===== src/rtl/mm_pkg.sv =====
// ---------------------------------------------------------------------------
// mm_pkg
// Shared definitions for the matrix-multiply output path.
//   DEF_WIDTH   : default data word width (Q8.8 fixed point, 16 bits)
//   state_e     : drain sequencer states {IDLE, DRAIN}
//   SEL_*       : one-hot select codes for the 4:1 output mux
//   beat_to_sel : maps a 2-bit beat index onto its one-hot select code
// ---------------------------------------------------------------------------
package mm_pkg;

    localparam int DEF_WIDTH = 16;

    typedef enum logic [0:0] {
        IDLE  = 1'b0,
        DRAIN = 1'b1
    } state_e;

    localparam logic [3:0] SEL_NONE = 4'b0000;
    localparam logic [3:0] SEL_0    = 4'b0001;
    localparam logic [3:0] SEL_1    = 4'b0010;
    localparam logic [3:0] SEL_2    = 4'b0100;
    localparam logic [3:0] SEL_3    = 4'b1000;

    function automatic logic [3:0] beat_to_sel(input logic [1:0] beat);
        logic [3:0] sel;
        case (beat)
            2'd0:    sel = SEL_0;
            2'd1:    sel = SEL_1;
            2'd2:    sel = SEL_2;
            default: sel = SEL_3;
        endcase
        return sel;
    endfunction

endpackage


===== src/rtl/mux4_drain_seq_valid_delay.sv =====
// ---------------------------------------------------------------------------
// valid_delay
// DEPTH-deep, 2-bit-wide shift register with asynchronous active-low clear.
// Carries the {last, valid} strobes alongside the downstream mux pipeline so
// the strobes line up with the mux's registered output word.
//   clk     : rising-edge clock
//   rst_n   : asynchronous active-low clear of every stage
//   i_strb  : strobe pair entering the line, bit0 = valid, bit1 = last
//   o_strb  : strobe pair after DEPTH cycles (combinational when DEPTH = 0)
// ---------------------------------------------------------------------------
module valid_delay #(
    parameter int DEPTH = 1
) (
    input  logic       clk,
    input  logic       rst_n,
    input  logic [1:0] i_strb,
    output logic [1:0] o_strb
);

    generate
        if (DEPTH == 0) begin : g_pass
            // Zero-latency mux: strobes are taken straight from the state.
            assign o_strb = i_strb;
        end else begin : g_line
            logic [1:0] r_sr [DEPTH];

            always_ff @(posedge clk or negedge rst_n) begin
                if (!rst_n) begin
                    for (int i = 0; i < DEPTH; i++) begin
                        r_sr[i] <= 2'b00;
                    end
                end else begin
                    r_sr[0] <= i_strb;
                    for (int i = 1; i < DEPTH; i++) begin
                        r_sr[i] <= r_sr[i-1];
                    end
                end
            end

            assign o_strb = r_sr[DEPTH-1];
        end
    endgenerate

endmodule


===== src/rtl/mux4_drain_seq.sv =====
// ---------------------------------------------------------------------------
// mux4_drain_seq
// Upstream sequencer for the 4:1 output mux of the matrix-multiply datapath.
// Accepts a block of four WIDTH-bit words over valid/ready, holds them on the
// mux data inputs and walks a one-hot select across four consecutive cycles.
// out_valid / out_last are delayed by MUX_LAT so they line up with the mux's
// output word.
//
// Handshake: a block transfers on a rising edge where in_valid && in_ready.
// in_ready is high in IDLE and on the last drain beat; in_valid while
// in_ready is low is ignored, so upstream must hold in_valid and data until it
// sees in_ready. The downstream side has no backpressure.
//
// Parameters:
//   WIDTH    : data word width
//   MUX_LAT  : select-to-mux-output latency in cycles (0..4)
// Ports:
//   clk, rst_n           : clock, asynchronous active-low reset
//   in_valid / in_ready  : upstream block handshake
//   in_data_0..3         : incoming block of four words
//   input_0..3           : held words driving the mux data inputs
//   select               : one-hot mux select, bit k selects input_k
//   out_valid / out_last : word strobe and end-of-block marker at mux output
//   dbg_state, dbg_beat  : FSM state and beat counter for observation
// Configuration macro:
//   DRAIN_REVERSE_EN     : when defined, drain order is input_3 .. input_0
// ---------------------------------------------------------------------------
module mux4_drain_seq
    import mm_pkg::*;
#(
    parameter int WIDTH   = DEF_WIDTH,
    parameter int MUX_LAT = 1
) (
    input  logic             clk,
    input  logic             rst_n,
    input  logic             in_valid,
    output logic             in_ready,
    input  logic [WIDTH-1:0] in_data_0,
    input  logic [WIDTH-1:0] in_data_1,
    input  logic [WIDTH-1:0] in_data_2,
    input  logic [WIDTH-1:0] in_data_3,
    output logic [WIDTH-1:0] input_0,
    output logic [WIDTH-1:0] input_1,
    output logic [WIDTH-1:0] input_2,
    output logic [WIDTH-1:0] input_3,
    output logic [3:0]       select,
    output logic             out_valid,
    output logic             out_last,
    output state_e           dbg_state,
    output logic [1:0]       dbg_beat
);

    state_e           r_state;
    logic [1:0]       r_beat;
    logic [WIDTH-1:0] r_hold [4];

    logic             w_last_beat;
    logic             w_ready;
    logic             w_hs;
    logic [1:0]       w_sel_idx;
    logic [1:0]       w_strb;
    logic [1:0]       w_strb_dly;

    assign w_last_beat = (r_state == DRAIN) && (r_beat == 2'd3);

    // rst_n gates ready so upstream sees in_ready = 0 for the whole time
    // reset is held, yet ready rises in the same cycle reset is released.
    assign w_ready = rst_n && ((r_state == IDLE) || w_last_beat);
    assign w_hs    = in_valid && w_ready;

    always_ff @(posedge clk or negedge rst_n) begin
        if (!rst_n) begin
            r_state <= IDLE;
            r_beat  <= 2'd0;
            for (int k = 0; k < 4; k++) begin
                r_hold[k] <= '0;
            end
        end else begin
            if (w_hs) begin
                // A new block may land on beat 3: the mux samples the old
                // input_3 / input_0 on this same edge, so nothing is lost.
                r_hold[0] <= in_data_0;
                r_hold[1] <= in_data_1;
                r_hold[2] <= in_data_2;
                r_hold[3] <= in_data_3;
                r_state   <= DRAIN;
                r_beat    <= 2'd0;
            end else if (r_state == DRAIN) begin
                r_beat <= r_beat + 2'd1;
                if (r_beat == 2'd3) begin
                    r_state <= IDLE;
                end
            end
        end
    end

`ifdef DRAIN_REVERSE_EN
    // Reverse drain: beat b selects input_(3-b); 2-bit inversion is 3-b.
    assign w_sel_idx = ~r_beat;
`else
    assign w_sel_idx = r_beat;
`endif

    assign select = (r_state == DRAIN) ? beat_to_sel(w_sel_idx) : SEL_NONE;

    // bit0: a word is on the mux this cycle; bit1: it is the block's last.
    assign w_strb = {w_last_beat, (r_state == DRAIN)};

    valid_delay #(
        .DEPTH (MUX_LAT)
    ) u_valid_delay (
        .clk    (clk),
        .rst_n  (rst_n),
        .i_strb (w_strb),
        .o_strb (w_strb_dly)
    );

    assign out_valid = w_strb_dly[0];
    assign out_last  = w_strb_dly[1];
    assign in_ready  = w_ready;

    assign input_0 = r_hold[0];
    assign input_1 = r_hold[1];
    assign input_2 = r_hold[2];
    assign input_3 = r_hold[3];

    assign dbg_state = r_state;
    assign dbg_beat  = r_beat;

endmodule


===== config.mk =====
export PLATFORM = sky130hd
export DESIGN_NAME = mux4_drain_seq
export DESIGN_NICKNAME = d
export VERILOG_FILES = /design/src/rtl/mm_pkg.sv /design/src/rtl/mux4_drain_seq_valid_delay.sv /design/src/rtl/mux4_drain_seq.sv
export SDC_FILE = /design/constraint.sdc
export NUM_CORES = 1
export LEC_CHECK = 0
export CAP_MARGIN = 15
export CORE_MARGIN = 4
export CORE_UTILIZATION = 44
export DETAILED_ROUTE_END_ITERATION = 6
export MAX_ROUTING_LAYER = met4
export PLACE_DENSITY = 0.85
export SETUP_SLACK_MARGIN = 0.1
export SYNTH_ARGS = -nofsm -noshare
export SYNTH_HDL_FRONTEND = slang
export SYNTH_SLANG_ARGS = --single-unit

===== constraint.sdc =====
create_clock -name clk -period 4.1 [get_ports clk]
set_input_delay 1.23 -clock clk [delete_from_list [all_inputs] [get_ports clk]]
set_output_delay 1.23 -clock clk [all_outputs]
set_load 0.02 [all_outputs]

After elaboration in Yosys (flattened, before gate mapping)
Cells that the tools add are included. W data, S select, Z words.

Eq/ne operators: 3. Mux-type cells: 7. Add/subtract/negate cells: 1. Reductions and logical operators: 6. Bitwise logic cells: 1.

Operators with widths (number): $pmux W4 S3 (1); $eq A2 B2 Y1 const B (2); $mux W2 (2); $mux W4 (1); $logic_and A1 B1 Y1 (3); $mux W1 (3); $add A2 B1 Y2 const B (1); $eq A2 B1 Y1 const B (1); $logic_not A2 Y1 (1); $reduce_bool A2 Y1 (1); $logic_or A1 B1 Y1 (1); $not A1 Y1 (1).

Register bits after elaboration: 69. Bits of input ports: 67.

Longest topological paths before layout
Depth in word-level cells: 6. Mapped depth: 6. Depth with buffers taken out: 4.

Cells and area by module
A second synthesis with hierarchy kept.

Cells, all modules: 164. Area, all modules: 2985.4 µm².

By module, submodules not included: mux4_drain_seq (cells each 162, seq. area each 1676.6 µm², times used 1, area each 2935.3 µm²); valid_delay (cells each 2, seq. area each 50.0 µm², times used 1, area each 50.0 µm²).

Least setup slack after synthesis
OpenSTA, ideal clock, no wires.

Path type: input -> output. Start: in rst_n. End: out in_ready. Required time: 2.870 ns. Setup slack: 1.430 ns. Arrival: 1.440 ns. Stages on the path: 1. Path through: and2_1.

Longest elaborated chain between the ends: 1.

Ends and longest elaborated chain: from (decl) (RTL line mux4_drain_seq.sv:35) `input logic rst_n,`; $logic_and A1 B1 Y1 (RTL line mux4_drain_seq.sv:68) `assign w_ready = rst_n && ((r_state == IDLE) || w_last_beat);`; to (decl) (RTL line mux4_drain_seq.sv:37) `output logic in_ready,`.

No other way between the ends.

Final worst setup path
Ends and elaborated chain as after synthesis.

==> reports/results.txt <==
Outcome = finished, final reports clean
Seq cells post-synth = 69
Post-CTS setup buffers = 0
Crit-path slowest cell = clkdlybuf4s50_1
Reg2Reg Capture Point = input_1[9]
Post-Syn Nets = 236
Post-CTS Resized = 0
Starting Density = 46.2%
Setup TNS = 0 ns
Syn Area/Cell = 18.2 um^2
Worst Setup SP = rst_n
Area growth syn-to-layout = 52.7%
RSZ-0062 raised after global routing = false
R2R cell count = 5
Avg WL per Cell = 17.3 um
Leading area contributor after synthesis = dfrtp_1
Final Cycle Share = 81.3%
Post-DR vias/cell = 4.75
Row count = 29
Synth area leaders = dfrtp_1 58%, mux2_4 30%, buf_12 4.7%
Ant diodes = 0
PortBufs = 140
Final hold vios = 0
Vias in the first global route = 2091
Initial antenna violation count = 0
Setup WS pre-CTS = 0.774 ns
Seq/Total Area, Yosys = 57.8%
CP cell instances = buf_2, and2_1, clkdlybuf4s50_1
Critical Path End = in_ready
Gpl congestion = 0.740
Clock tree buffer depth = 2
Hold_buf cts = 0
H-Tree Depth = 3
Worst hold path class = reg -> reg
Die area = 8170 um^2
Leak = 2.02 nW
Crit Path Max Fanout = 2
Worst-margin pin slew = 0.478 ns
Flop2flop setup slack = 2.21 ns
Final Skew = 0.00637 ns
Reg-to-reg startpoint = dbg_beat[0]
CTS tree = built
Clk sinks = 69
Slew headroom = 68.2%
Ys Warns = 0
Unique masters post-synth = 13
Via count = 1868
CP Class = in -> out
Global route overflow = 0
Syn Inst Count = 164
Setup WS post-layout = 0.766 ns
Root Driver = clkbuf_8
Pin count of the biggest net entering global routing = 39
Worst path required time = 2.87 ns
Iter 0 DRT Violations = 43
CP max stage delay = 0.61 ns
Fin. max-slew vios = 0
Worst Path Arrival = 2.10 ns
Worst setup EP type = output pin
Max Cap Violations = 0
Num ports = 141
GR Util All Layers = 17.9%
Placed cell area = 4380 um^2
Endpoints failing setup = 0
Pwr dens = 824 nW/um^2
Share of post-route cells with drive strength above 1 = 26.3%
CTS clk-pin slew, worst paths = 0.07 ns
Number of buffers created by CTS = 9
Peak VDD IR = 0.489 mV
DRT antenna net count = 0
First-pass GRT wire length = 11000 um
Top-area cell type share of the netlist area = 57.8%
Core ar. = 6460 um^2
Die Height = 90.4 um
Final min period = 3.33 ns
Detailed Place HPWL = 4940 um
Residual DRC = 0
Clock latency at the later pin of the worst-skew pair = 0.33 ns
Hold path cells = 1
Total Wirelength = 6780 um
Achievable Freq = 0.300 GHz
Final Cell Area = 4560 um^2
Startpoint types = input port
Initial DRT Pass Iterations = 4
Final net count = 385
Cell area after synthesis = 2990 um^2
Die W = 90.4 um
-- cell families after synthesis --
family,after synthesis,share of synthesized area (%)
and+or+nand+nor,15,3.10
DFF,69,57.8
muxes,64,31.7
adders and majority gates,5,2.10
buffers and inverters,9,4.95
AOI/OAI and AO/OA,2,0.335
-- critical path: cells and delay by family --
family        cells  cell delay, ns
buf+inv           2            0.72
simple gates      1            0.14
-- through the flow --
step	hold slack, ns	total power [mW]	utilization, %	std cells
floorplan	0.609	2.36	-	164
detailed placement	0.475	3.27	67.7	379
finish	0.487	3.76	70.6	393
global route	0.526	3.96	70.6	393
CTS	0.490	3.81	70.6	393
global placement	0.468	3.23	67.7	379
-- report_power, final --
| group | internal, mW | leakage, nW | total [mW] | switching (mW) |
|---|---|---|---|---|
| logic | 1.16 | 1.10 | 2.00 | 0.841 |
| clock network | 0.278 | 0.0974 | 0.509 | 0.230 |
| registers | 1.03 | 0.817 | 1.25 | 0.220 |
| total | 2.47 | 2.02 | 3.76 | 1.29 |
-- final cells by class --
| type | count | area, um^2 |
|---|---|---|
| well taps | 77 | 96.3 |
| flip-flops and latches | 69 | 1730 |
| inverters | 2 | 7.51 |
| multi-input cells | 86 | 1110 |
| clock inverters | 1 | 5.00 |
| clock buffers | 13 | 179 |
| fillers | 472 | 1900 |
| repair buffers | 145 | 1430 |
-- state kept, by name, summed over array words and instances, names as in the netlist --
register,cells
input_1,16
dbg_beat,2
dbg_state,1
u_valid_delay.o_strb,2
input_0,16
input_3,16
input_2,16
-- cell usage in the layout, fill, tap and decap left out, drive strengths merged --
| cell | netlist | final |
|---|---|---|
| clkbuf | 0 | 13 |
| nand2b | 1 | 1 |
| and2 | 6 | 6 |
| mux2 | 64 | 64 |
| nor2b | 1 | 1 |
| nand3 | 3 | 3 |
| buf | 7 | 6 |
| clkdlybuf4s50 | 0 | 139 |
| nand2 | 4 | 4 |
| o21ai | 2 | 2 |
| ha | 5 | 5 |
| inv | 2 | 2 |
| dfrtp | 69 | 69 |
| clkinv | 0 | 1 |
-- routing by layer --
metal / wire length, um / up-vias / GRT usage (%)
li1: - / 860 / -
met5: 0 / - / -
met4: 109 / 0 / 7.02
met2: 3100 / 93 / 26.1
met1: 3120 / 904 / 23.6
met3: 452 / 11 / 5.17
-- worst min path at each step --
stage               slack [ns]        start     endpoint
detailed placement        0.48  input_1[10]  input_1[10]
floorplan                 0.61  input_1[10]  input_1[10]
finish                    0.49  input_1[10]  input_1[10]
global placement          0.47  input_1[12]  input_1[12]
global route              0.53  input_1[10]  input_1[10]
CTS                       0.49  input_1[10]  input_1[10]
-- cell usage after synthesis --
cell,number
dfrtp_1,69
mux2_4,60
buf_12,7
and2_1,6
ha_1,5
mux2_1,4
nand2_1,3
nand3_1,3
inv_1,2
o21ai_0,2
nand2_2,1
nand2b_2,1
nor2b_4,1
No activity file was read; power rests on OpenSTA's default activity.
==> variant (same flow settings) <==
Reset style: synchronous (`rst_n`), changed in 2 clocked blocks. Comments in the files are not updated.
--- a/src/rtl/mux4_drain_seq_valid_delay.sv
+++ b/src/rtl/mux4_drain_seq_valid_delay.sv
@@ -24,7 +24,7 @@
         end else begin : g_line
             logic [1:0] r_sr [DEPTH];
 
-            always_ff @(posedge clk or negedge rst_n) begin
+            always_ff @(posedge clk) begin
                 if (!rst_n) begin
                     for (int i = 0; i < DEPTH; i++) begin
                         r_sr[i] <= 2'b00;
--- a/src/rtl/mux4_drain_seq.sv
+++ b/src/rtl/mux4_drain_seq.sv
@@ -68,7 +68,7 @@
     assign w_ready = rst_n && ((r_state == IDLE) || w_last_beat);
     assign w_hs    = in_valid && w_ready;
 
-    always_ff @(posedge clk or negedge rst_n) begin
+    always_ff @(posedge clk) begin
         if (!rst_n) begin
             r_state <= IDLE;
             r_beat  <= 2'd0;
Function: differs if rst_n is asserted again (counterexample within 4 cycles, from zero or initial values and one cycle with rst_n low); with rst_n held inactive, the same outputs for 10 cycles.
==> variant against the original RTL <==
Worst setup slack got worse by 500 ps. Sequential cell count did not move. Wire length fell by 6.2%. Via count fell by 4.0%. Design area fell by 3.8%. Die area fell by 4.8%. Final cell count fell by 0.76%. Global-route usage fell by 0.70 points. Non-clock buffer count fell by 4. Critical endpoint unchanged. Area after synthesis fell by 5.2%.
Power is not compared: it rests on default switching activity, and its combinational part moved more than twofold at a synthesized area within 25%.
==> variant: results (changes against the original RTL) <==
critPathArrivalTime_ps: 2600  # +500 ps
wl_per_cell_um: 16.32  # -5.4%
grt.met3_usage_pct: 6.773  # +1.6 points
nets: 384  # -0.26%
final_cell_count_no_fill: 390  # -0.76%
final-nonclk-buf-share_pct: 32.42  # +0.97 points
synth-seq-area-share_pct: 71.47  # +14 points
clock_buffer_count: 9  # -4
place_ws_ps: 280.5  # -493.7 ps
track_usage_pct: 17.16  # -0.70 points
drive_above_1_share_pct: 17.14  # -9.1 points
synth_edf_count: 64  # +64
synth_flop_cell: "edfxtp_1"
drt_iter0_drc: 40  # -7.0%
r2r_setup_slack_ps: 2070  # -140 ps
inverters_excl_clock: 3  # +1
num-nonclk-buffers: 141  # -2.8%
skew_ps: 5.741  # -0.6303 ps
synthAdderAreaFrac_pct: 2.211  # +0.12 points
grt_pass1_vias: 1908  # -8.8%
wl_met2_mm: 3.452  # +11%
crit_fanout: 8  # +6
status: "finished, final reports clean"
muxShareOfSynthArea_pct: 0  # -32 points
synth_top_cells_by_count: "64 x edfxtp_1, 40 x and2_4, 30 x and2_1"
dpl.hpwl_mm: 4.767  # -3.6%
reg2reg_to: "r_hold[3][7]"
grt_max_degree: 65  # +67%
synth_compound_area_share_pct: 0.7961  # +0.46 points
grt_pass1_wl_mm: 9.301  # -16%
fillers: 423  # -10%
gp_congestion: 0.7087  # -4.2%
met1_length_mm: 2.146  # -31%
clk_share_pct: 3.282  # -0.75 points
multi_input_cells: 88  # +2.3%
synth_top_family_by_area: "simple AND/OR/NAND/NOR gates"
placedInstanceArea_um2: 4240  # -3.1%
seqAreaFraction_pct: 46.12  # +8.2 points
fin_crit_ps: 3833  # +498.7 ps
worstReg2RegStart: "dbg_beat[0]"
viasPerCell: 4.600  # -3.2%
met2_usage_pct: 30.05  # +4.0 points
tightest_slew_ps: 644.4  # +166.7 ps
[variant: cell count changes after synthesis, moves of 5 or more]
cell and delta:
edfxtp_1 +64, dfxtp_1 +5, buf_12 -6, and2_4 +40, mux2_4 -60, dfrtp_1 -69, and2_1 +24
[variant: how the worst min path moves through the flow]
stage                            from          end  slack (ps)  depth (start not counted)
after floorplan             dbg_state    dbg_state         610                          2
after global placement    dbg_beat[1]  dbg_beat[1]         640                          2
after detailed placement  dbg_beat[1]  dbg_beat[1]         650                          2
after CTS                 dbg_beat[1]  dbg_beat[1]         660                          2
after global routing      dbg_beat[1]  dbg_beat[1]         700                          2
final                     dbg_beat[1]  dbg_beat[1]         650                          2
[variant: cell families (layout without fill, tap and decap cells)]
family                     count (synthesis)  in the layout
and+or+nand+nor                           80             80
DFF                                       69             69
buffers and inverters                     11            158
adders and majority gates                  5              5
AOI/OAI and AO/OA                          3              3
